`src/rtl/fetch_stage_pkg.sv`:
```
// fetch_stage_pkg: shared CPU constants and fetch FSM state encoding
package fetch_stage_pkg;
  localparam int PC_W_DEF = 9;
  localparam int RESET_PC_DEF = 0;
  localparam logic [31:0] NOP_INS = 32'h0;
  typedef enum logic [1:0] {IDLE = 2'd0, FETCH = 2'd1, DRAIN = 2'd2} state_e;
endpackage

```
`src/rtl/fetch_stage.sv`:
```
// fetch_stage: PC owner, instruction-memory driver and IF/ID register
module fetch_stage
  import fetch_stage_pkg::*;
#(
  parameter int PC_W = PC_W_DEF,
  parameter logic [PC_W-1:0] RESET_PC = PC_W'(RESET_PC_DEF)
) (
  input  logic            clk,
  input  logic            reset_n,
  input  logic            run_i,
  input  logic            pc_load_i,
  input  logic [PC_W-1:0] pc_load_val_i,
  input  logic            stall_i,
  input  logic            redirect_i,
  input  logic [PC_W-1:0] redirect_pc_i,
  output logic [PC_W-1:0] imem_addr_o,
  output logic            imem_en_o,
  input  logic [31:0]     imem_rdata_i,
  output logic [31:0]     if_ins_o,
  output logic [PC_W-1:0] if_pc_o,
  output logic            if_valid_o,
  output logic            busy_o
);
  state_e state;
  logic [PC_W-1:0] pc_q, rsp_pc;
  logic rsp_v, req_v, redir, en;
  always_comb begin
    redir = redirect_i && state != IDLE;
    req_v = state == FETCH && !redirect_i;
    en = state == FETCH && (!stall_i || redirect_i);
  end
  assign imem_addr_o = pc_q;
  assign imem_en_o = en;
  assign busy_o = state != IDLE;
  always_ff @(posedge clk or negedge reset_n) begin
    if (!reset_n) begin
      state <= IDLE;
      pc_q <= RESET_PC;
      rsp_v <= 1'b0;
      rsp_pc <= '0;
      if_ins_o <= NOP_INS;
      if_pc_o <= '0;
      if_valid_o <= 1'b0;
    end else begin
      case (state)
        IDLE: begin
          rsp_v <= 1'b0;
          if (pc_load_i) pc_q <= pc_load_val_i;
          if (run_i) state <= FETCH;
        end
        FETCH: begin
          // a redirect always forces an enabled cycle, so en covers both paths
          if (en) begin
            rsp_v <= req_v;
            rsp_pc <= pc_q;
            pc_q <= redir ? redirect_pc_i : pc_q + PC_W'(1);
          end
          if (!run_i) state <= DRAIN;
        end
        DRAIN: begin
          if (redir || !stall_i) rsp_v <= 1'b0;
          if (redir) pc_q <= redirect_pc_i;
          if (!rsp_v && !(stall_i && if_valid_o)) state <= IDLE;
        end
        default: state <= IDLE;
      endcase
      if (redir) begin
        if_valid_o <= 1'b0;
        if_ins_o <= NOP_INS;
      end else if (!stall_i) begin
        if_ins_o <= rsp_v ? imem_rdata_i : NOP_INS;
        if_pc_o <= rsp_pc;
        if_valid_o <= rsp_v;
      end
    end
  end
endmodule

```
`config.mk`:
```
export PLATFORM = sky130hd
export DESIGN_NAME = fetch_stage
export DESIGN_NICKNAME = d
export VERILOG_FILES = /design/src/rtl/fetch_stage_pkg.sv /design/src/rtl/fetch_stage.sv
export SDC_FILE = /design/constraint.sdc
export NUM_CORES = 1
export LEC_CHECK = 0
export ABC_AREA = 1
export CORE_MARGIN = 2
export CORE_UTILIZATION = 48
export DETAILED_ROUTE_END_ITERATION = 6
export GPL_TIMING_DRIVEN = 0
export PLACE_DENSITY = 0.88
export SLEW_MARGIN = 10
export SYNTH_ARGS = -nofsm -noshare
export SYNTH_HDL_FRONTEND = slang
export SYNTH_SLANG_ARGS = --single-unit
export TNS_END_PERCENT = 50
```
`constraint.sdc`:
```
create_clock -name clk -period 3.45 [get_ports clk]
set_clock_uncertainty 0.1 [all_clocks]
set_input_delay 1.035 -clock clk [delete_from_list [all_inputs] [get_ports clk]]
set_output_delay 1.035 -clock clk [all_outputs]
set_load 0.05 [all_outputs]
```
## Yosys cells after proc, flatten, opt, wreduce, memory -nomap -nowiden

Index checks and enable logic that the tools add are counted.

- $add $sub $neg: 1
- Eq/ne operators: 10
- Mux-type cells: 17
- Bitwise logic cells: 2
- Reductions and logical operators: 19

Operators by type and width:

| cell | count |
|---|---|
| $mux W32 | 3 |
| $mux W9 | 4 |
| $pmux W9 S3 | 1 |
| $ne A2 B2 Y1 const B | 7 |
| $add A9 B1 Y9 const B | 1 |
| $mux W2 | 3 |
| $pmux W2 S3 | 1 |
| $reduce_and A3 Y1 | 2 |
| $logic_and A1 B1 Y1 | 5 |
| $logic_not A1 Y1 | 4 |
| $mux W1 | 4 |
| $reduce_and A2 Y1 | 2 |
| $reduce_and A4 Y1 | 1 |
| $pmux W1 S3 | 1 |
| $reduce_bool A3 Y1 | 1 |
| $eq A2 B1 Y1 const B | 1 |
| $eq A2 B2 Y1 const B | 1 |
| $logic_not A2 Y1 | 1 |
| $logic_or A1 B1 Y1 | 2 |
| $ne A2 B1 Y1 const B | 1 |
| $not A1 Y1 | 2 |
| $reduce_bool A2 Y1 | 1 |

- Flip-flop bits (word level): 63
- Output and inout port bits: 53
- Word-level logic and storage cells: 56

## Longest topological paths before layout

Gate-level depths: netlist of the first run.

- Depth after elaboration: 5
- Depth in mapped cells: 11

## Worst setup path after synthesis of the first run

Ideal clock, no wire load.

- Path kind: in2out
- Start: input port stall_i
- End: output port imem_en_o
- Data arrival time: 1.653 ns
- Setup slack: 0.662 ns
- Stages: 4
- Cells stage by stage: buf_6 > nand2_2 > nand2_4 > inv_1

- Cells in the longest elaborated chain, start to end: 3

Ends and longest elaborated chain:

| item | line | source |
|---|---|---|
| from (decl) | fetch_stage.sv:13 | `input logic stall_i,` |
| $logic_not A1 Y1 | n/a |  |
| $logic_or A1 B1 Y1 | fetch_stage.sv:30 | `en = state == FETCH && (!stall_i \|\| redirect_i);` |
| $logic_and A1 B1 Y1 | fetch_stage.sv:30 |  |
| to (decl) | fetch_stage.sv:17 | `output logic imem_en_o,` |

No other way between the ends.

## Final worst setup path of the first run

- Start: input port redirect_i
- End: output port imem_en_o

- Cells in the longest elaborated chain, start to end: 2

Ends and longest elaborated chain:

| item | line | source |
|---|---|---|
| from (decl) | fetch_stage.sv:14 | `input logic redirect_i,` |
| $logic_or A1 B1 Y1 | fetch_stage.sv:30 |  |
| $logic_and A1 B1 Y1 | fetch_stage.sv:30 |  |

No other way between the ends.

==> results of run 1 <==
routing by layer:
layer	wire (µm)	part of all wire [%]	track usage, %
met5	0	0	0
met4	136	1.6	9.38
met3	439	5.3	4.95
met2	4070	49	37.6
met1	3610	44	33.1
cells in the final DEF (no fill, tap or decap), types with 2 or more instances in the layout:
cell type and instances:
a21oi_1 11, buf_1 3, buf_2 8, buf_4 6, buf_6 2, clkbuf_1 7, clkbuf_8 10, clkdlybuf4s50_1 105
clkinv_2 3, dfrtp_1 63, ha_1 4, inv_1 19, inv_2 4, nand2_1 118, nand2_2 3, nand2_4 2
nand3_1 75, nor2_1 21, nor2_2 2, o211ai_1 3, o21ai_0 22, o21ai_1 10
power by group through the flow:
| stage | Combinational, mW | Sequential [mW] | Clock [mW] |
|---|---|---|---|
| 2_1_floorplan | 0.927 | 1.68 | 0 |
| 3_3_place_gp | 2.11 | 1.14 | 0 |
| 3_5_place_dp | 2.15 | 1.15 | 0 |
| 4_1_cts | 2.15 | 1.14 | 0.562 |
| 5_1_grt | 2.33 | 1.17 | 0.598 |
| 6_report | 2.16 | 1.14 | 0.549 |
worst reg2reg max path, stage by stage, from the launching register on:
cell and delay (ns):
dfrtp_1 0.38, inv_1 0.08, ha_1 0.29, buf_2 0.23
clkinv_1 0.26, a21oi_1 0.18, o21ai_1 0.08, o211ai_1 0.10
nand2_1 0.08
cells by family after synthesis:
kind of cell / after synthesis / synth area share [%]
adders and majority gates: 4 / 1.63
DFF: 63 / 51.4
and+or+nand+nor: 222 / 31.2
AOI/OAI and AO/OA: 49 / 8.53
buffers and inverters: 47 / 7.15
sequential cells by signal, indices dropped and copies added, names as in the netlist:
name	count
imem_addr_o	9
rsp_pc	9
if_pc_o	9
state	2
if_ins_o	32
if_valid_o	1
rsp_v	1
per-stage QoR:
step | power [mW] | util [%] | setup TNS (ns) | area [µm²] | setup WS, ns
final | 3.85 | 69.9 | 0 | 4390 | 0.0907
after global routing | 4.10 | 69.9 | 0 | 4390 | 0.0160
after CTS | 3.86 | 69.9 | 0 | 4390 | 0.0912
after detailed placement | 3.30 | 67.4 | -0.461 | 4230 | -0.461
after global placement | 3.25 | 67.4 | -45.08 | 4230 | -0.711
after floorplan | 2.61 | - | 0 | 3060 | 0.662
final timing paths:
path / slack [ns] / depth (start not counted) / startpoint / to
worst max-delay path: 0.09 / 6 / redirect_i / imem_en_o
worst min-delay path: 0.37 / 2 / if_pc_o[8] / if_pc_o[8]
worst max register to register: 1.54 / 8 / state[0] / imem_addr_o[1]
worst min register to register: 0.37 / 2 / if_pc_o[8] / if_pc_o[8]
max in group asynchronous: 2.07 / 1 / reset_n / if_ins_o[13]
min in group asynchronous: 0.68 / 1 / reset_n / if_ins_o[2]
what timing repair did:
action                                  4_1_cts  5_1_grt
endpoints found under the hold margin         0        0
buffers inserted                              0        0
gates resized for setup                       5        0
endpoints found under the setup margin        1        0
area by class of cell:
cell class                      instances  area [µm²]
Fill cell                             501        1890
Sequential cell                        63        1580
Multi-Input combinational cell        275        1270
Timing Repair Buffer                  107        1060
Clock buffer                           11         141
Buffer                                 23         129
Tap cell                               77        96.3
Inverter                               24        90.1
Clock inverter                          4        22.5
==> impl_metrics.csv, run 1 <==
group,metric,value,unit
status,status,"complete, no violations",
floorplan,dieArea,0.00704,mm²
finish,antenna_cells,0,
power_and_ir_drop,p_leak,2.16,nW
synthesis,synth_nets,445,
synthesis,synthArstFlopShare,100,%
synthesis,synth-seq-area-share,51.4,%
sta,worst_slew_pin_slew,0.772,ns
cts,cts_tree,"yes",
worst_setup_path,critPathKind,"input port to primary output",
synthesis,synth_top_area_share,51.4,%
cts,cts-htree-levels,3,
power_and_ir_drop,p_switching,1.89,mW
finish,final_nets,563,
place,io_buffers,107,
synthesis,netlist_instances,385,
synthesis,synth_ff_type,"dfrtp_1",
routing,wirelength,8250,µm
global_routing,grt_pass1_vias,2781,
synthesis,synth_cell_types,24,
cts,cts_num_sinks,63,
floorplan,floorplan.initialDensity,48.8,%
cts,clk_pin_slew_worst_paths,0.07,ns
power_and_ir_drop,power_frac_comb,56.0,%
routing,drt-pass1-iter-count,5,
synthesis,syn_avg_cell_area,7.96,µm²
worst_setup_path,path_buf_inv,4,
floorplan,die_w,83.9,µm
global_routing,overflow,0,
worst_setup_path,crit_path_start_kind,"input port",
cts,clock_latency,0.34,ns
sta,hold_viol_final,0,
sta,maxSlewHeadroom,48.5,%
routing,wl_per_cell,14.1,µm
sta,slew_violations,0,
power_and_ir_drop,p_sw_share,49.1,%
cts,cts-root-buf,"clkbuf_8",
routing,antenna_left,0,
power_and_ir_drop,p_clk_share,14.3,%
power_and_ir_drop,seqPwrFrac,29.7,%
worst_setup_path,critPathRequiredTime,2.31,ns
worst_setup_path,slowest_stage,"clkdlybuf4s50_1",
synthesis,synth_common_cells,"nand2_1 (118), nand3_1 (75), dfrtp_1 (63)",
power_and_ir_drop,peakVddDrop,0.000579,V
power_and_ir_drop,powerDensity,877,mW/mm²
finish,syn2layout_area_growth,43.2,%
worst_setup_path,crit_chain,"clkdlybuf4s50_1, inv_2, nand2_2, nand2_4, inv_1, buf_2",
worst_hold_path,min_path_type,"flop to flop",
floorplan,rows,29,
sta,fin_crit_sh,97.4,%
synthesis,syn_area,0.00306,mm²
sta,period_minus_slack,3.36,ns
synthesis,yosys-top-cells-area,"dfrtp_1 (51%), nand2_1 (14%), nand3_1 (12%), o21ai_0 (3.6%), nor2_1 (2.6%)",
global_routing,antenna_found_initial,0,
synthesis,synth_seq_cells,63,
floorplan,core_area,0.00628,mm²
global_routing,grt_use_total,24.1,%
synthesis,synth_edf_count,0,
routing,vias,3031,
worst_setup_path,slowest_delay,0.56,ns
power_and_ir_drop,intPower,1.96,mW
floorplan,dieHeight,83.9,µm
place,dpl.cell_count,569,
routing,viasPerCell,5.19,
worst_setup_path,crit_arrival,2.22,ns
worst_setup_path,path_max_fanout,7,
global_routing,grt_pass1_wl,13500,µm
sta,finalSetupViolCount,0,
finish,fin_cells,584,
cts,cts_buffers,9,
synthesis,yosysMostFrequentCell,"nand2_1",
routing,drcViolationCount,0,
place,dp_hpwl,6080,µm
sta,holdWs,0.374,ns
worst_setup_path,crit_family,"buffers and inverters",
floorplan,io_pins,109,
worst_setup_path,end_kind,"primary output",
routing,drtIter0Drc,213,
place,gp_congestion,0.908,
cts,ctsLongestPathBuffers,2,
sta,max_freq,298,MHz
synthesis,synth_top_area_cell,"dfrtp_1",
run,max-cap-violations,0,
synthesis,yosysWarnings,0,
finish,drive_gt1_share,8.48,%
cts,hold_buffers,0,
global_routing,grt_max_degree,64,
sta,rsz0062_at_grt,"false",
(Power assumes the default switching activity.)
==> inputs of run 2 (changes only) <==
--- a/config.mk
+++ b/config.mk
@@ -6,8 +6,10 @@
 export NUM_CORES = 1
 export LEC_CHECK = 0
 export ABC_AREA = 1
+export ABC_CLOCK_PERIOD_IN_PS = 3450
 export CORE_MARGIN = 2
 export CORE_UTILIZATION = 48
+export CTS_BUF_LIST = sky130_fd_sc_hd__clkbuf_16
 export DETAILED_ROUTE_END_ITERATION = 6
 export GPL_TIMING_DRIVEN = 0
 export PLACE_DENSITY = 0.88
==> run 2 against run 1 <==
  * Sequential power about the same
  * Core utilization increased by 1.5 points
  * First-iteration DRC count decreased by 4.7%
  * Power increased by 6.0%
  * Sequential share of layout area decreased by 0.73 points
  * Combinational power about the same
  * Clock-buffer cell count decreased by 2
  * Wire length increased by 1.1%
  * Critical path depth unchanged
  * Critical endpoint unchanged
  * Critical path type unchanged
  * Worst setup slack got worse by 0.0064 ns
==> impl_metrics.csv, run 2 (synthesis gave the netlist of run 1 again) <==
group,metric,value,unit
finish,layout_commonest_cell,"nand2_1",
finish,fin_cells,584,
cts,clock_latency,0.32,ns
finish,syn2layout_area_growth,46.2,%
finish,final_nets,563,
power_and_ir_drop,powerDensity,911,mW/mm²
cts,cts_tree,"yes",
sta,max_freq,297,MHz
routing,antenna_left,0,
cts,cts_resized,5,
finish,antenna_cells,0,
floorplan,dieHeight,83.9,µm
floorplan,io_pins,109,
global_routing,grt_use_total,24.3,%
cts,post-cts-setup-buffers,0,
routing,wl_per_cell,14.3,µm
place,dp_hpwl,6080,µm
sta,finalSetupViolCount,0,
sta,maxSlewHeadroom,48.7,%
worst_setup_path,ff2ff_setup_slack,1.55,ns
routing,viasPerCell,5.26,
sta,holdWs,0.373,ns
global_routing,gr-usage-met1,32.8,%
sta,hold_viol_final,0,
global_routing,overflow,0,
cts,clk_pin_slew_worst_paths,0.05,ns
routing,vias,3069,
global_routing,grt_pass1_vias,2802,
place,dpl.cell_count,569,
routing,drt-pass1-iter-count,5,
routing,drcViolationCount,0,
worst_setup_path,slowest_stage,"clkdlybuf4s50_1",
worst_setup_path,slowest_delay,0.57,ns
floorplan,dieArea,0.00704,mm²
place,placed_area,0.00423,mm²
status,status,"complete, no violations",
global_routing,antenna_found_initial,0,
worst_setup_path,crit_path_start_kind,"input port",
place,io_buffers,107,
floorplan,floorplan.initialDensity,48.8,%
routing,wirelength,8340,µm
power_and_ir_drop,peakVddDrop,0.000563,V
sta,slew_violations,0,
floorplan,die_w,83.9,µm
sta,rsz0062_at_grt,"false",
floorplan,core_area,0.00628,mm²
finish,final_cell_mix,"nand2_1 (118), clkdlybuf4s50_1 (105), nand3_1 (75)",
global_routing,met3_usage,5.44,%
cts,cts-root-buf,"clkbuf_16",
power_and_ir_drop,p_leak,2.21,nW
worst_setup_path,end_kind,"primary output",
routing,drtIter0Drc,203,
global_routing,use_met2,38.0,%
run,max-cap-violations,0,
cts,cts_buffers,9,
finish,largest_reg_flops,32,
floorplan,rows,29,
finish,stdcell_area,0.00448,mm²
cts,hold_buffers,0,
global_routing,top_usage_layer,"met2",
worst_hold_path,min_path_type,"flop to flop",
sta,period_minus_slack,3.37,ns
cts,cts-htree-levels,3,
finish,largest_register,"if_ins_o",
cts,cts_num_sinks,63,
cts,ctsLongestPathBuffers,2,
global_routing,grt_max_degree,64,
place,gp_congestion,0.908,
worst_setup_path,path_max_fanout,7,
sta,worst_slew_pin_slew,0.769,ns
sta,fin_tns_setup,0,ns
worst_setup_path,critPathRequiredTime,2.31,ns
worst_setup_path,crit_arrival,2.23,ns
worst_setup_path,critPathKind,"input port to primary output",
global_routing,grt_pass1_wl,13600,µm
finish,drive_gt1_share,8.28,%
worst_setup_path,crit_chain,"clkdlybuf4s50_1, inv_2, nand2_2, nand2_4, inv_1, buf_2",
sta,fin_crit_sh,97.6,%
-- run 2: changes by cell type in the layout (fill, tap and decap cells not counted) --
cell	before	now
clkbuf_16	0	9
clkbuf_1	7	6
clkinv_1	1	2
clkbuf_8	10	0
inv_1	19	20
-- run 2: cell type report --
cell class / instances / area (µm²)
buffer: 23 / 129
clock buffer: 9 / 225
clock inverter: 6 / 30.0
fill: 484 / 1800
inverter: 24 / 90.1
multi-input combinational: 275 / 1270
sequential: 63 / 1580
tap: 77 / 96.3
timing repair buffer: 107 / 1060
-- run 2: final timing paths --
path                                 start              to  cells after the start
worst min register to register  if_pc_o[6]      if_pc_o[6]                      2
worst min-delay path            if_pc_o[6]      if_pc_o[6]                      2
min in group asynchronous          reset_n     if_ins_o[2]                      1
worst max register to register    state[0]  imem_addr_o[1]                      8
max in group asynchronous          reset_n  imem_addr_o[7]                      1
worst max-delay path            redirect_i       imem_en_o                      6
-- run 2: routing by layer --
metal / part of all wire [%] / vias up
met1: 43 / 1429
met5: 0 / -
met3: 5.3 / 17
met2: 50 / 128
li1: - / 1495
met4: 2.0 / 0
-- run 2: power breakdown --
group          internal, mW  switching [mW]
logic                 0.721            1.44
registers             0.966           0.179
clock network         0.471           0.305
total                  2.16            1.92
-- run 2: stage by stage --
step                utilization (%)  setup WS (ns)  total power, mW
finish                         71.4         0.0843             4.08
global route                   71.4         0.0100             4.33
CTS                            71.4         0.0912             4.08
detailed placement             67.4         -0.461             3.30
global placement               67.4         -0.711             3.25
floorplan                         -          0.662             2.61
-- run 2: worst max-delay path: cells and delay by family --
| family | cells | cell delay, ns |
|---|---|---|
| buffers and inverters | 4 | 1.03 |
| and+or+nand+nor | 2 | 0.16 |
